[config.mk]
export PLATFORM = sky130hd
export DESIGN_NAME = reservation_station_flat
export DESIGN_NICKNAME = d
export VERILOG_FILES = /design/src/rtl/reservation_station_pkg.sv /design/src/rtl/reservation_station_if.sv /design/src/rtl/reservation_station_rs_issue_select.sv /design/src/rtl/reservation_station.sv /design/src/flat_wrapper.sv
export SDC_FILE = /design/constraint.sdc
export NUM_CORES = 2
export LEC_CHECK = 0
export CORE_MARGIN = 8
export CORE_UTILIZATION = 34
export CTS_CLUSTER_SIZE = 8
export DETAILED_ROUTE_END_ITERATION = 8
export DONT_BUFFER_PORTS = 1
export PLACE_DENSITY = 0.47
export SYNTH_ARGS = -nofsm -noshare
export SYNTH_HDL_FRONTEND = slang
export SYNTH_SLANG_ARGS = --single-unit
[constraint.sdc]
create_clock -name clk -period 47.9 [get_ports clk]
set_clock_uncertainty 0.1 [all_clocks]
set_input_delay 4.79 -clock clk [delete_from_list [all_inputs] [get_ports clk]]
set_output_delay 4.79 -clock clk [all_outputs]
set_load 0.1 [all_outputs]
[src/rtl/reservation_station_pkg.sv]
// Shared types, sizes and operand-snoop helper for the ALU reservation station.
// Optional build macro RS_OLDEST_FIRST_EN adds age stamps and an age-compare helper.
package reservation_station_pkg;

  localparam int XLEN           = 32;
  localparam int ALU_OP_WIDTH   = 4;
  localparam int ROB_SIZE_WIDTH = 4;
  localparam int RS_SIZE        = 8;
  localparam int RS_SIZE_WIDTH  = 3;
  localparam int AGE_WIDTH      = RS_SIZE_WIDTH + 1;

  typedef logic [XLEN-1:0]           word_t;
  typedef logic [ROB_SIZE_WIDTH-1:0] robId_t;
  typedef logic [AGE_WIDTH-1:0]      age_t;

  typedef enum logic [ALU_OP_WIDTH-1:0] {
    ALU_ADD  = 4'd0,
    ALU_SUB  = 4'd1,
    ALU_AND  = 4'd2,
    ALU_OR   = 4'd3,
    ALU_XOR  = 4'd4,
    ALU_SLL  = 4'd5,
    ALU_SRL  = 4'd6,
    ALU_SRA  = 4'd7,
    ALU_SLT  = 4'd8,
    ALU_SLTU = 4'd9
  } aluOp_e;

  typedef struct packed {
    logic   hasDep;
    robId_t dep;
    word_t  val;
  } operand_t;

  typedef struct packed {
    logic     busy;
    aluOp_e   op;
    operand_t src1;
    operand_t src2;
    robId_t   id;
  } rsEntry_t;

  // ALU wins when both buses match; the ROB never puts the same id on both.
  function automatic operand_t snoopOperand(operand_t cur,
                                            logic aluRdy, robId_t aluId, word_t aluRes,
                                            logic lsbRdy, robId_t lsbId, word_t lsbRes);
    operand_t nxt;
    nxt = cur;
    if (cur.hasDep) begin
      if (aluRdy && aluId == cur.dep) begin
        nxt.val    = aluRes;
        nxt.hasDep = 1'b0;
      end else if (lsbRdy && lsbId == cur.dep) begin
        nxt.val    = lsbRes;
        nxt.hasDep = 1'b0;
      end
    end
    return nxt;
  endfunction

`ifdef RS_OLDEST_FIRST_EN
  // Stamps are one bit wider than the entry index, so a wrapped difference stays unambiguous.
  function automatic logic isOlder(age_t a, age_t b);
    age_t diff;
    diff = a - b;
    return diff[AGE_WIDTH-1];
  endfunction
`endif

endpackage

[src/rtl/reservation_station_if.sv]
// Dispatch, broadcast-snoop and ALU-issue bundle around the reservation station.
// The station itself connects through the slave modport.
interface reservation_station_if;
  import reservation_station_pkg::*;

  logic   rdy;
  logic   flush;

  logic   dec_valid;
  aluOp_e dec_op;
  word_t  dec_val1;
  word_t  dec_val2;
  logic   dec_has_dep1;
  logic   dec_has_dep2;
  robId_t dec_dep1;
  robId_t dec_dep2;
  robId_t dec_id;
  logic   rs_full;

  logic   alu_ready;
  word_t  alu_res;
  robId_t alu_id;
  logic   lsb_ready;
  word_t  lsb_res;
  robId_t lsb_id;

  logic   rs_ready;
  aluOp_e rs_op;
  word_t  rs_val1;
  word_t  rs_val2;
  robId_t rs_id;

  modport slave (
    input  rdy, flush,
    input  dec_valid, dec_op, dec_val1, dec_val2, dec_has_dep1, dec_has_dep2,
    input  dec_dep1, dec_dep2, dec_id,
    output rs_full,
    input  alu_ready, alu_res, alu_id, lsb_ready, lsb_res, lsb_id,
    output rs_ready, rs_op, rs_val1, rs_val2, rs_id
  );

  modport master (
    output rdy, flush,
    output dec_valid, dec_op, dec_val1, dec_val2, dec_has_dep1, dec_has_dep2,
    output dec_dep1, dec_dep2, dec_id,
    input  rs_full,
    output alu_ready, alu_res, alu_id, lsb_ready, lsb_res, lsb_id,
    input  rs_ready, rs_op, rs_val1, rs_val2, rs_id
  );

endinterface

[src/rtl/reservation_station_rs_issue_select.sv]
// Combinational pick of one ready entry: lowest index by default,
// oldest age stamp when RS_OLDEST_FIRST_EN is defined.
module rs_issue_select
  import reservation_station_pkg::*;
(
  input  logic [RS_SIZE-1:0]       ready_i,
`ifdef RS_OLDEST_FIRST_EN
  input  age_t                     age_i [RS_SIZE],
`endif
  output logic                     found_o,
  output logic [RS_SIZE_WIDTH-1:0] idx_o
);

  always_comb begin
    found_o = 1'b0;
    idx_o   = '0;
    for (int i = 0; i < RS_SIZE; i++) begin
      if (ready_i[i]) begin
`ifdef RS_OLDEST_FIRST_EN
        if (!found_o || isOlder(age_i[i], age_i[idx_o])) begin
`else
        if (!found_o) begin
`endif
          found_o = 1'b1;
          idx_o   = RS_SIZE_WIDTH'(i);
        end
      end
    end
  end

endmodule

[src/rtl/reservation_station.sv]
// ALU reservation station: dispatch with forwarding, CDB wake-up, one registered issue per cycle.
// Build macro RS_OLDEST_FIRST_EN switches issue priority from lowest index to oldest dispatch.
module reservation_station
  import reservation_station_pkg::*;
(
  input  logic                  clk,
  input  logic                  rst,
  reservation_station_if.slave  rsBus
);

  rsEntry_t entries_q [RS_SIZE];
  rsEntry_t entries_d [RS_SIZE];
  logic     rsReady_q, rsReady_d;
  aluOp_e   rsOp_q, rsOp_d;
  word_t    rsVal1_q, rsVal1_d;
  word_t    rsVal2_q, rsVal2_d;
  robId_t   rsId_q, rsId_d;

`ifdef RS_OLDEST_FIRST_EN
  age_t     age_q [RS_SIZE];
  age_t     age_d [RS_SIZE];
  age_t     ageCnt_q, ageCnt_d;
`endif

  logic [RS_SIZE-1:0]       busyVec;
  logic [RS_SIZE-1:0]       readyVec;
  logic                     rsFull;
  logic [RS_SIZE_WIDTH-1:0] freeIdx;
  logic                     issueFound;
  logic [RS_SIZE_WIDTH-1:0] issueIdx;
  rsEntry_t                 newEntry;

  always_comb begin
    for (int i = 0; i < RS_SIZE; i++) begin
      busyVec[i]  = entries_q[i].busy;
      readyVec[i] = entries_q[i].busy && !entries_q[i].src1.hasDep && !entries_q[i].src2.hasDep;
    end
    rsFull = &busyVec;
  end

  always_comb begin
    freeIdx = '0;
    for (int i = RS_SIZE - 1; i >= 0; i--) begin
      if (!busyVec[i]) freeIdx = RS_SIZE_WIDTH'(i);
    end
  end

  rs_issue_select u_select (
    .ready_i (readyVec),
`ifdef RS_OLDEST_FIRST_EN
    .age_i   (age_q),
`endif
    .found_o (issueFound),
    .idx_o   (issueIdx)
  );

  // Incoming op with same-cycle broadcast forwarding applied to each pending operand.
  always_comb begin
    newEntry.busy = 1'b1;
    newEntry.op   = rsBus.dec_op;
    newEntry.id   = rsBus.dec_id;
    newEntry.src1 = snoopOperand('{hasDep: rsBus.dec_has_dep1, dep: rsBus.dec_dep1, val: rsBus.dec_val1},
                                 rsBus.alu_ready, rsBus.alu_id, rsBus.alu_res,
                                 rsBus.lsb_ready, rsBus.lsb_id, rsBus.lsb_res);
    newEntry.src2 = snoopOperand('{hasDep: rsBus.dec_has_dep2, dep: rsBus.dec_dep2, val: rsBus.dec_val2},
                                 rsBus.alu_ready, rsBus.alu_id, rsBus.alu_res,
                                 rsBus.lsb_ready, rsBus.lsb_id, rsBus.lsb_res);
  end

  always_comb begin
    rsReady_d = rsReady_q;
    rsOp_d    = rsOp_q;
    rsVal1_d  = rsVal1_q;
    rsVal2_d  = rsVal2_q;
    rsId_d    = rsId_q;
`ifdef RS_OLDEST_FIRST_EN
    age_d     = age_q;
    ageCnt_d  = ageCnt_q;
`endif
    for (int i = 0; i < RS_SIZE; i++) begin
      entries_d[i]      = entries_q[i];
      entries_d[i].src1 = snoopOperand(entries_q[i].src1,
                                       rsBus.alu_ready, rsBus.alu_id, rsBus.alu_res,
                                       rsBus.lsb_ready, rsBus.lsb_id, rsBus.lsb_res);
      entries_d[i].src2 = snoopOperand(entries_q[i].src2,
                                       rsBus.alu_ready, rsBus.alu_id, rsBus.alu_res,
                                       rsBus.lsb_ready, rsBus.lsb_id, rsBus.lsb_res);
    end

    if (rsBus.flush) begin
      for (int i = 0; i < RS_SIZE; i++) entries_d[i].busy = 1'b0;
      rsReady_d = 1'b0;
`ifdef RS_OLDEST_FIRST_EN
      ageCnt_d  = '0;
`endif
    end else begin
      rsReady_d = issueFound;
      if (issueFound) begin
        entries_d[issueIdx].busy = 1'b0;
        rsOp_d   = entries_q[issueIdx].op;
        rsVal1_d = entries_q[issueIdx].src1.val;
        rsVal2_d = entries_q[issueIdx].src2.val;
        rsId_d   = entries_q[issueIdx].id;
      end
      // The free slot is never the issue slot, so both writes can land on one edge.
      if (rsBus.dec_valid && !rsFull) begin
        entries_d[freeIdx] = newEntry;
`ifdef RS_OLDEST_FIRST_EN
        age_d[freeIdx] = ageCnt_q;
        ageCnt_d       = ageCnt_q + 1'b1;
`endif
      end
    end
  end

  always_ff @(posedge clk or posedge rst) begin
    if (rst) begin
      for (int i = 0; i < RS_SIZE; i++) entries_q[i] <= '0;
      rsReady_q <= 1'b0;
      rsOp_q    <= ALU_ADD;
      rsVal1_q  <= '0;
      rsVal2_q  <= '0;
      rsId_q    <= '0;
`ifdef RS_OLDEST_FIRST_EN
      for (int i = 0; i < RS_SIZE; i++) age_q[i] <= '0;
      ageCnt_q  <= '0;
`endif
    end else if (rsBus.rdy) begin
      for (int i = 0; i < RS_SIZE; i++) entries_q[i] <= entries_d[i];
      rsReady_q <= rsReady_d;
      rsOp_q    <= rsOp_d;
      rsVal1_q  <= rsVal1_d;
      rsVal2_q  <= rsVal2_d;
      rsId_q    <= rsId_d;
`ifdef RS_OLDEST_FIRST_EN
      for (int i = 0; i < RS_SIZE; i++) age_q[i] <= age_d[i];
      ageCnt_q  <= ageCnt_d;
`endif
    end
  end

  assign rsBus.rs_full  = rsFull;
  assign rsBus.rs_ready = rsReady_q;
  assign rsBus.rs_op    = rsOp_q;
  assign rsBus.rs_val1  = rsVal1_q;
  assign rsBus.rs_val2  = rsVal2_q;
  assign rsBus.rs_id    = rsId_q;

endmodule

[src/flat_wrapper.sv]
// flat-port wrapper written by rule: the top's interface ports become plain ports
module reservation_station_flat import reservation_station_pkg::*;
  (clk, rst, rsBus_rdy, rsBus_flush, rsBus_dec_valid, rsBus_dec_op, rsBus_dec_val1, rsBus_dec_val2, rsBus_dec_has_dep1, rsBus_dec_has_dep2, rsBus_dec_dep1, rsBus_dec_dep2, rsBus_dec_id, rsBus_rs_full, rsBus_alu_ready, rsBus_alu_res, rsBus_alu_id, rsBus_lsb_ready, rsBus_lsb_res, rsBus_lsb_id, rsBus_rs_ready, rsBus_rs_op, rsBus_rs_val1, rsBus_rs_val2, rsBus_rs_id);
  reservation_station_if rsBus_i ();
  input  logic clk;
  input  logic rst;
  input wire logic [$bits(rsBus_i.rdy)-1:0] rsBus_rdy;
  input wire logic [$bits(rsBus_i.flush)-1:0] rsBus_flush;
  input wire logic [$bits(rsBus_i.dec_valid)-1:0] rsBus_dec_valid;
  input wire logic [$bits(rsBus_i.dec_op)-1:0] rsBus_dec_op;
  input wire logic [$bits(rsBus_i.dec_val1)-1:0] rsBus_dec_val1;
  input wire logic [$bits(rsBus_i.dec_val2)-1:0] rsBus_dec_val2;
  input wire logic [$bits(rsBus_i.dec_has_dep1)-1:0] rsBus_dec_has_dep1;
  input wire logic [$bits(rsBus_i.dec_has_dep2)-1:0] rsBus_dec_has_dep2;
  input wire logic [$bits(rsBus_i.dec_dep1)-1:0] rsBus_dec_dep1;
  input wire logic [$bits(rsBus_i.dec_dep2)-1:0] rsBus_dec_dep2;
  input wire logic [$bits(rsBus_i.dec_id)-1:0] rsBus_dec_id;
  output wire logic [$bits(rsBus_i.rs_full)-1:0] rsBus_rs_full;
  input wire logic [$bits(rsBus_i.alu_ready)-1:0] rsBus_alu_ready;
  input wire logic [$bits(rsBus_i.alu_res)-1:0] rsBus_alu_res;
  input wire logic [$bits(rsBus_i.alu_id)-1:0] rsBus_alu_id;
  input wire logic [$bits(rsBus_i.lsb_ready)-1:0] rsBus_lsb_ready;
  input wire logic [$bits(rsBus_i.lsb_res)-1:0] rsBus_lsb_res;
  input wire logic [$bits(rsBus_i.lsb_id)-1:0] rsBus_lsb_id;
  output wire logic [$bits(rsBus_i.rs_ready)-1:0] rsBus_rs_ready;
  output wire logic [$bits(rsBus_i.rs_op)-1:0] rsBus_rs_op;
  output wire logic [$bits(rsBus_i.rs_val1)-1:0] rsBus_rs_val1;
  output wire logic [$bits(rsBus_i.rs_val2)-1:0] rsBus_rs_val2;
  output wire logic [$bits(rsBus_i.rs_id)-1:0] rsBus_rs_id;
  assign rsBus_i.rdy = rsBus_rdy;
  assign rsBus_i.flush = rsBus_flush;
  assign rsBus_i.dec_valid = rsBus_dec_valid;
  assign rsBus_i.dec_op = rsBus_dec_op;
  assign rsBus_i.dec_val1 = rsBus_dec_val1;
  assign rsBus_i.dec_val2 = rsBus_dec_val2;
  assign rsBus_i.dec_has_dep1 = rsBus_dec_has_dep1;
  assign rsBus_i.dec_has_dep2 = rsBus_dec_has_dep2;
  assign rsBus_i.dec_dep1 = rsBus_dec_dep1;
  assign rsBus_i.dec_dep2 = rsBus_dec_dep2;
  assign rsBus_i.dec_id = rsBus_dec_id;
  assign rsBus_rs_full = rsBus_i.rs_full;
  assign rsBus_i.alu_ready = rsBus_alu_ready;
  assign rsBus_i.alu_res = rsBus_alu_res;
  assign rsBus_i.alu_id = rsBus_alu_id;
  assign rsBus_i.lsb_ready = rsBus_lsb_ready;
  assign rsBus_i.lsb_res = rsBus_lsb_res;
  assign rsBus_i.lsb_id = rsBus_lsb_id;
  assign rsBus_rs_ready = rsBus_i.rs_ready;
  assign rsBus_rs_op = rsBus_i.rs_op;
  assign rsBus_rs_val1 = rsBus_i.rs_val1;
  assign rsBus_rs_val2 = rsBus_i.rs_val2;
  assign rsBus_rs_id = rsBus_i.rs_id;
  reservation_station u_core (.clk(clk), .rst(rst), .rsBus(rsBus_i));
endmodule
**Yosys cells after proc, flatten, opt, wreduce, memory -nomap -nowiden**

Cells that the tools add are included.

- Bits in registers: 737
- Latch bits: 0
- Memory bits (writable): 0
- Bits in read-only memories: 0
- Input bits: 161
- Word-level logic and storage cells: 362
- Memories: 0

- Add/subtract/negate cells: 0
- Multiply operators: 0
- Divide/modulo/power cells: 0
- Order comparisons: 4
- Eq/ne operators: 36
- Shifts and indexed selects: 0
- Mux-type cells: 167
- Bitwise operators: 3
- Reductions and logical operators: 75

Operator list:

| kind | count |
|---|---|
| $mux 664 | 3 |
| $mux 32 | 54 |
| $bwmux 664 | 2 |
| $mux 78 | 8 |
| $demux 83 s3 | 2 |
| $bmux 83 s3 | 1 |
| $mux 83 | 2 |
| $mux 82 | 2 |
| $eq 4x4->1 | 36 |
| $mux 1 | 73 |
| $mux 3 | 20 |
| $logic_and 1x1->1 | 55 |
| $logic_not 1->1 | 17 |
| $ge 4x4->1 const B | 2 |
| $lt 4x1->1 const B | 2 |
| $not 3->4 | 2 |
| $reduce_and 8->1 | 1 |
| $reduce_and 3->1 | 1 |
| $reduce_and 2->1 | 1 |
| $not 1->1 | 1 |

**Longest topological paths before layout**

- Depth after elaboration: 29
- Mapped depth: 11
- Depth with buffers taken out: 6

**By module**

A second synthesis with hierarchy kept.

- Cell total of the unflattened synthesis: 4829
- Area total of the unflattened synthesis: 45258.4 µm²

Modules (own cells, without submodules):

| module | instances | cells an instance | area each (µm²) | seq. area each (µm²) |
|---|---|---|---|---|
| reservation_station | 1 | 4815 | 45170.8 | 18442.7 |
| rs_issue_select | 1 | 14 | 87.6 | 0.0 |

**Worst setup path after synthesis**

No wires, ideal clock.

- Path kind: reg2out
- Start: register, netlist name u_core.busyVec[0]
- End: output rsBus_rs_full
- Data arrival time: 3.457 ns
- Required time: 43.010 ns
- Path slack: 39.553 ns
- Stages on the path, launching flop included: 4
- Path buffers: 1
- Cell sequence: dfrtp_1 -> buf_2 -> nand2_1 -> nor4_1

- Cells in the longest elaborated chain, start to end: 1

Ends and longest elaborated chain:

| item | RTL line | RTL |
|---|---|---|
| $reduce_and 8->1 | reservation_station.sv:38 | `rsFull = &busyVec;` |
| to (decl) | flat_wrapper.sv:18 | `output wire logic [$bits(rsBus_i.rs_full)-1:0] rsBus_rs_full;` |

Every way passes these cells.

**Final worst setup path**

- Start: input rsBus_alu_id[3]
- End: register, netlist name u_core.entries_q[266]

- Cells in the longest elaborated chain, start to end: 10
- Elaborated cells on any way between the ends: 14
- Those cells by class: eq/ne (2); mux (10); reduce/logical (2)

Ends and longest elaborated chain:

| item | RTL line | RTL |
|---|---|---|
| from (decl) | flat_wrapper.sv:21 | `input wire logic [$bits(rsBus_i.alu_id)-1:0] rsBus_alu_id;` |
| $eq 4x4->1 | reservation_station_pkg.sv:50 | `if (aluRdy && aluId == cur.dep) begin` |
| $logic_and 1x1->1 | reservation_station_pkg.sv:50 |  |
| $mux 32 | reservation_station_pkg.sv:50 |  |
| $mux 32 | reservation_station_pkg.sv:49 | `if (cur.hasDep) begin` |
| $bwmux 664 | reservation_station.sv:99 | `entries_d[issueIdx].busy = 1'b0;` |
| $mux 664 | reservation_station.sv:98 | `if (issueFound) begin` |
| $mux 664 | reservation_station.sv:90 | `if (rsBus.flush) begin` |
| $bwmux 664 | reservation_station.sv:107 | `entries_d[freeIdx] = newEntry;` |
| $mux 664 | reservation_station.sv:106 | `if (rsBus.dec_valid && !rsFull) begin` |
| $mux 78 * | reservation_station.sv:90 |  |

Every way passes the cells marked *; elsewhere a longest branch is shown, timed or not. The select of a mux whose other input is x is not followed.
A chain may end at the register's enable or synchronous reset.

==> results.toml <==
[worst_setup_path]
cp-startpoint = "rsBus_alu_id[3]"
r2r_setup_slack_ns = 43.01
cp_slowest_stage_delay_ns = 0.96
arrival_ns = 8.07
endpoint_kind = "register"
reg2reg_to = "u_core.rsBus.rs_val2[30]"
r2r_start = "u_core.busyVec[3]"
worstPathMaxFanout = 36
critPathSlowestCell = "o2111ai_4"
ff2ff_path_depth = 8
worstPathCellList = "xnor2_1 -> nand3_1 -> o2111ai_4 -> buf_4 -> nor2_1 -> a221oi_1 -> o221ai_1"
critPathLaunchType = "input port"
path_class = "in2reg"
crit_required_ns = 48.39
crit_path_end = "u_core.entries_q[266]"

[die]
die-area_um2 = 150000
core_area_um2 = 137000
die_h_um = 388
num_io_pins = 235
initial_core_util = 0.342
row_count = 136
fp.dieW_um = 388

[pwr]
peakVddDrop_v = 0.0000274
cellLeakagePower_nw = 20.3
powerDensity_nw_per_um2 = 43.4

[sta]
tightest_slew_ns = 1.49
period_minus_slack_ns = 7.58
fin_hold_ws_ns = 0.366
rsz0062_at_grt = "false"
max_freq_ghz = 0.132
finalSetupViolCount = 0
slew-limit-headroom = 0.00576
finalCritPeriodShare = 0.158
finalSetupTns_ns = 0
final-max-slew-violation-count = 0
hold_viol = 0

[placed_design]
dp_hpwl_um = 150000
place.gp.congestion = 0.938
io_buffer_count = 0
dp_cells = 6788
place_area_um2 = 48000

[layout]
syn2layout_area_growth_pct = 8.22
layout-drive-gt1-share = 0.0911
fin_area_um2 = 50800
utilization = 0.370
fin_cells = 6925
nNetsFinal = 5260

[yosys]
syn_inst = 5534
synth.distinct_cells = 87
netlist_area_um2 = 46900
synth_top_cells_by_area = "dfrtp_1 39%, clkbuf_1 4.3%, nand2_1 4.2%"
synth_ff_type = "dfrtp_1"
async_flop_share = 1.00
syn_area_per_cell_um2 = 8.48
ys_seq_elements = 737
syn-num-nets = 5695
yosysMostFrequentCell = "dfrtp_1"
synth-edff-count = 0
synth_commonest_cells = "737 x dfrtp_1, 537 x clkbuf_1, 527 x nand2_1"
synth-seq-area-share = 0.393
synth_area_leader_cell = "dfrtp_1"
synth.top_cell.area_share = 0.393
yosysWarnings = 0

[clock_tree]
cts_root_buffer = "clkbuf_16"
cts_setup_buffers = 0
cts.reportedPaths.clkPinSlew_ns = 0.05
cts_sinks = 737
clock_latency_ns = 0.76
ctsResizeCount = 0
hold_buffers = 0
cts_tree = "built"
htreeDepth = 3
cts_buffers = 103
cts.path.max_buffers = 3

[status]
status = "finished, final reports clean"

[global_route]
track_usage = 0.329
grt_pass1_vias = 47133
antenna_found_initial = 17
grt-ovfl-total = 0
grt_pass1_wl_um = 366000
grt_max_degree = 137

[route]
drt_iter0_drc = 7022
drt-total-wl_um = 260000
drt_drc_violations_left = 0
routedWlPerCell_um = 37.6
dr_total_vias = 48979
first_pass_iters = 9
post_drt_via_cell_ratio = 7.07
detail-route-antenna-nets = 0

[min_path]
min_path_type = "reg2reg"
worstHoldStart = "u_core.entries_q[83]"

[flow_run]
max-cap-violations = 0
worst max-delay path: cells and delay by family:
family / cells / cell delay, ns
buffers and inverters: 1 / 0.64
AO/OA/AOI/OAI: 3 / 2.11
XOR/XNOR: 1 / 0.18
AND/OR/NAND/NOR: 2 / 0.30
per-stage QoR:
step           power [W]  setup slack (ns)
2_1_floorplan    0.00136             22.33
3_3_place_gp     0.00150             39.71
3_5_place_dp     0.00151             39.72
4_1_cts          0.00220             40.46
5_1_grt          0.00228             40.24
6_report         0.00220             40.32
cell families (layout without fill, tap and decap cells):
family | Yosys count | count (layout) | share of synthesized area
other cells | 0 | 15 | 0
mux | 132 | 132 | 0.0289
xor+xnor | 114 | 114 | 0.0213
buf+inv | 904 | 486 | 0.0783
simple gates | 1461 | 1461 | 0.139
compound gates | 2186 | 2186 | 0.339
flops | 737 | 737 | 0.393
state kept, by name, indices dropped and copies added, names as in the netlist:
register and flops:
u_core.rsBus.rs_id 4, u_core.busyVec 8, u_core.rsBus.rs_op 4, u_core.rsBus.rs_val1 32, u_core.rsBus.rs_ready 1, u_core.entries_q 656, u_core.rsBus.rs_val2 32
power breakdown:
group,internal (W),switching (W),total (W)
clock network,0.000385,0.000307,0.000692
registers,0.000743,0.000327,0.00107
logic,0.000183,0.000257,0.000440
worst min path at each step:
| stage | depth (start not counted) | end | slack, ns |
|---|---|---|---|
| floorplan | 2 | u_core.entries_q[0] | 0.34 |
| global placement | 2 | u_core.entries_q[494] | 0.35 |
| detailed placement | 2 | u_core.entries_q[86] | 0.36 |
| CTS | 2 | u_core.entries_q[86] | 0.37 |
| global route | 2 | u_core.entries_q[86] | 0.39 |
| finish | 2 | u_core.entries_q[83] | 0.37 |
layout by cell type, fill, tap and decap left out, drive strengths merged, types with 11 or more instances in the layout:
cell type	instances
a21boi	32
a21o	25
a222oi	65
a22oi	116
a221oi	174
mux2	30
xor2	39
nand3	99
nand2	527
o2111ai	50
nand4	12
o221a	59
diode	15
o21ai	265
xnor2	75
o221ai	101
a21oi	243
nand2b	11
dfrtp	737
a221o	86
mux2i	102
o22ai	270
o31ai	24
o22a	28
a211o	99
inv	208
a211oi	114
o211ai	137
and3	20
a31oi	160
nor2b	33
clkbuf	115
or2	12
a22o	34
o21a	69
nor3	314
nor2	372
buf	160
and2	12
nor3b	11
per-layer routing:
metal,routed length [µm],global-route usage
met5,50,0.00128
met4,13500,0.160
met3,32800,0.120
met2,112000,0.491
met1,102000,0.420
layout make-up:
cell class,instances,area [µm²]
fillers,14023,86500
multi-input cells,3893,25300
flip-flops and latches,737,18400
clock buffers,115,2650
well taps,1794,2240
repair buffers,160,1250
inverters,204,773
clock inverters,7,87.6
diodes,15,37.5
No activity file was read; power rests on OpenSTA's default activity.
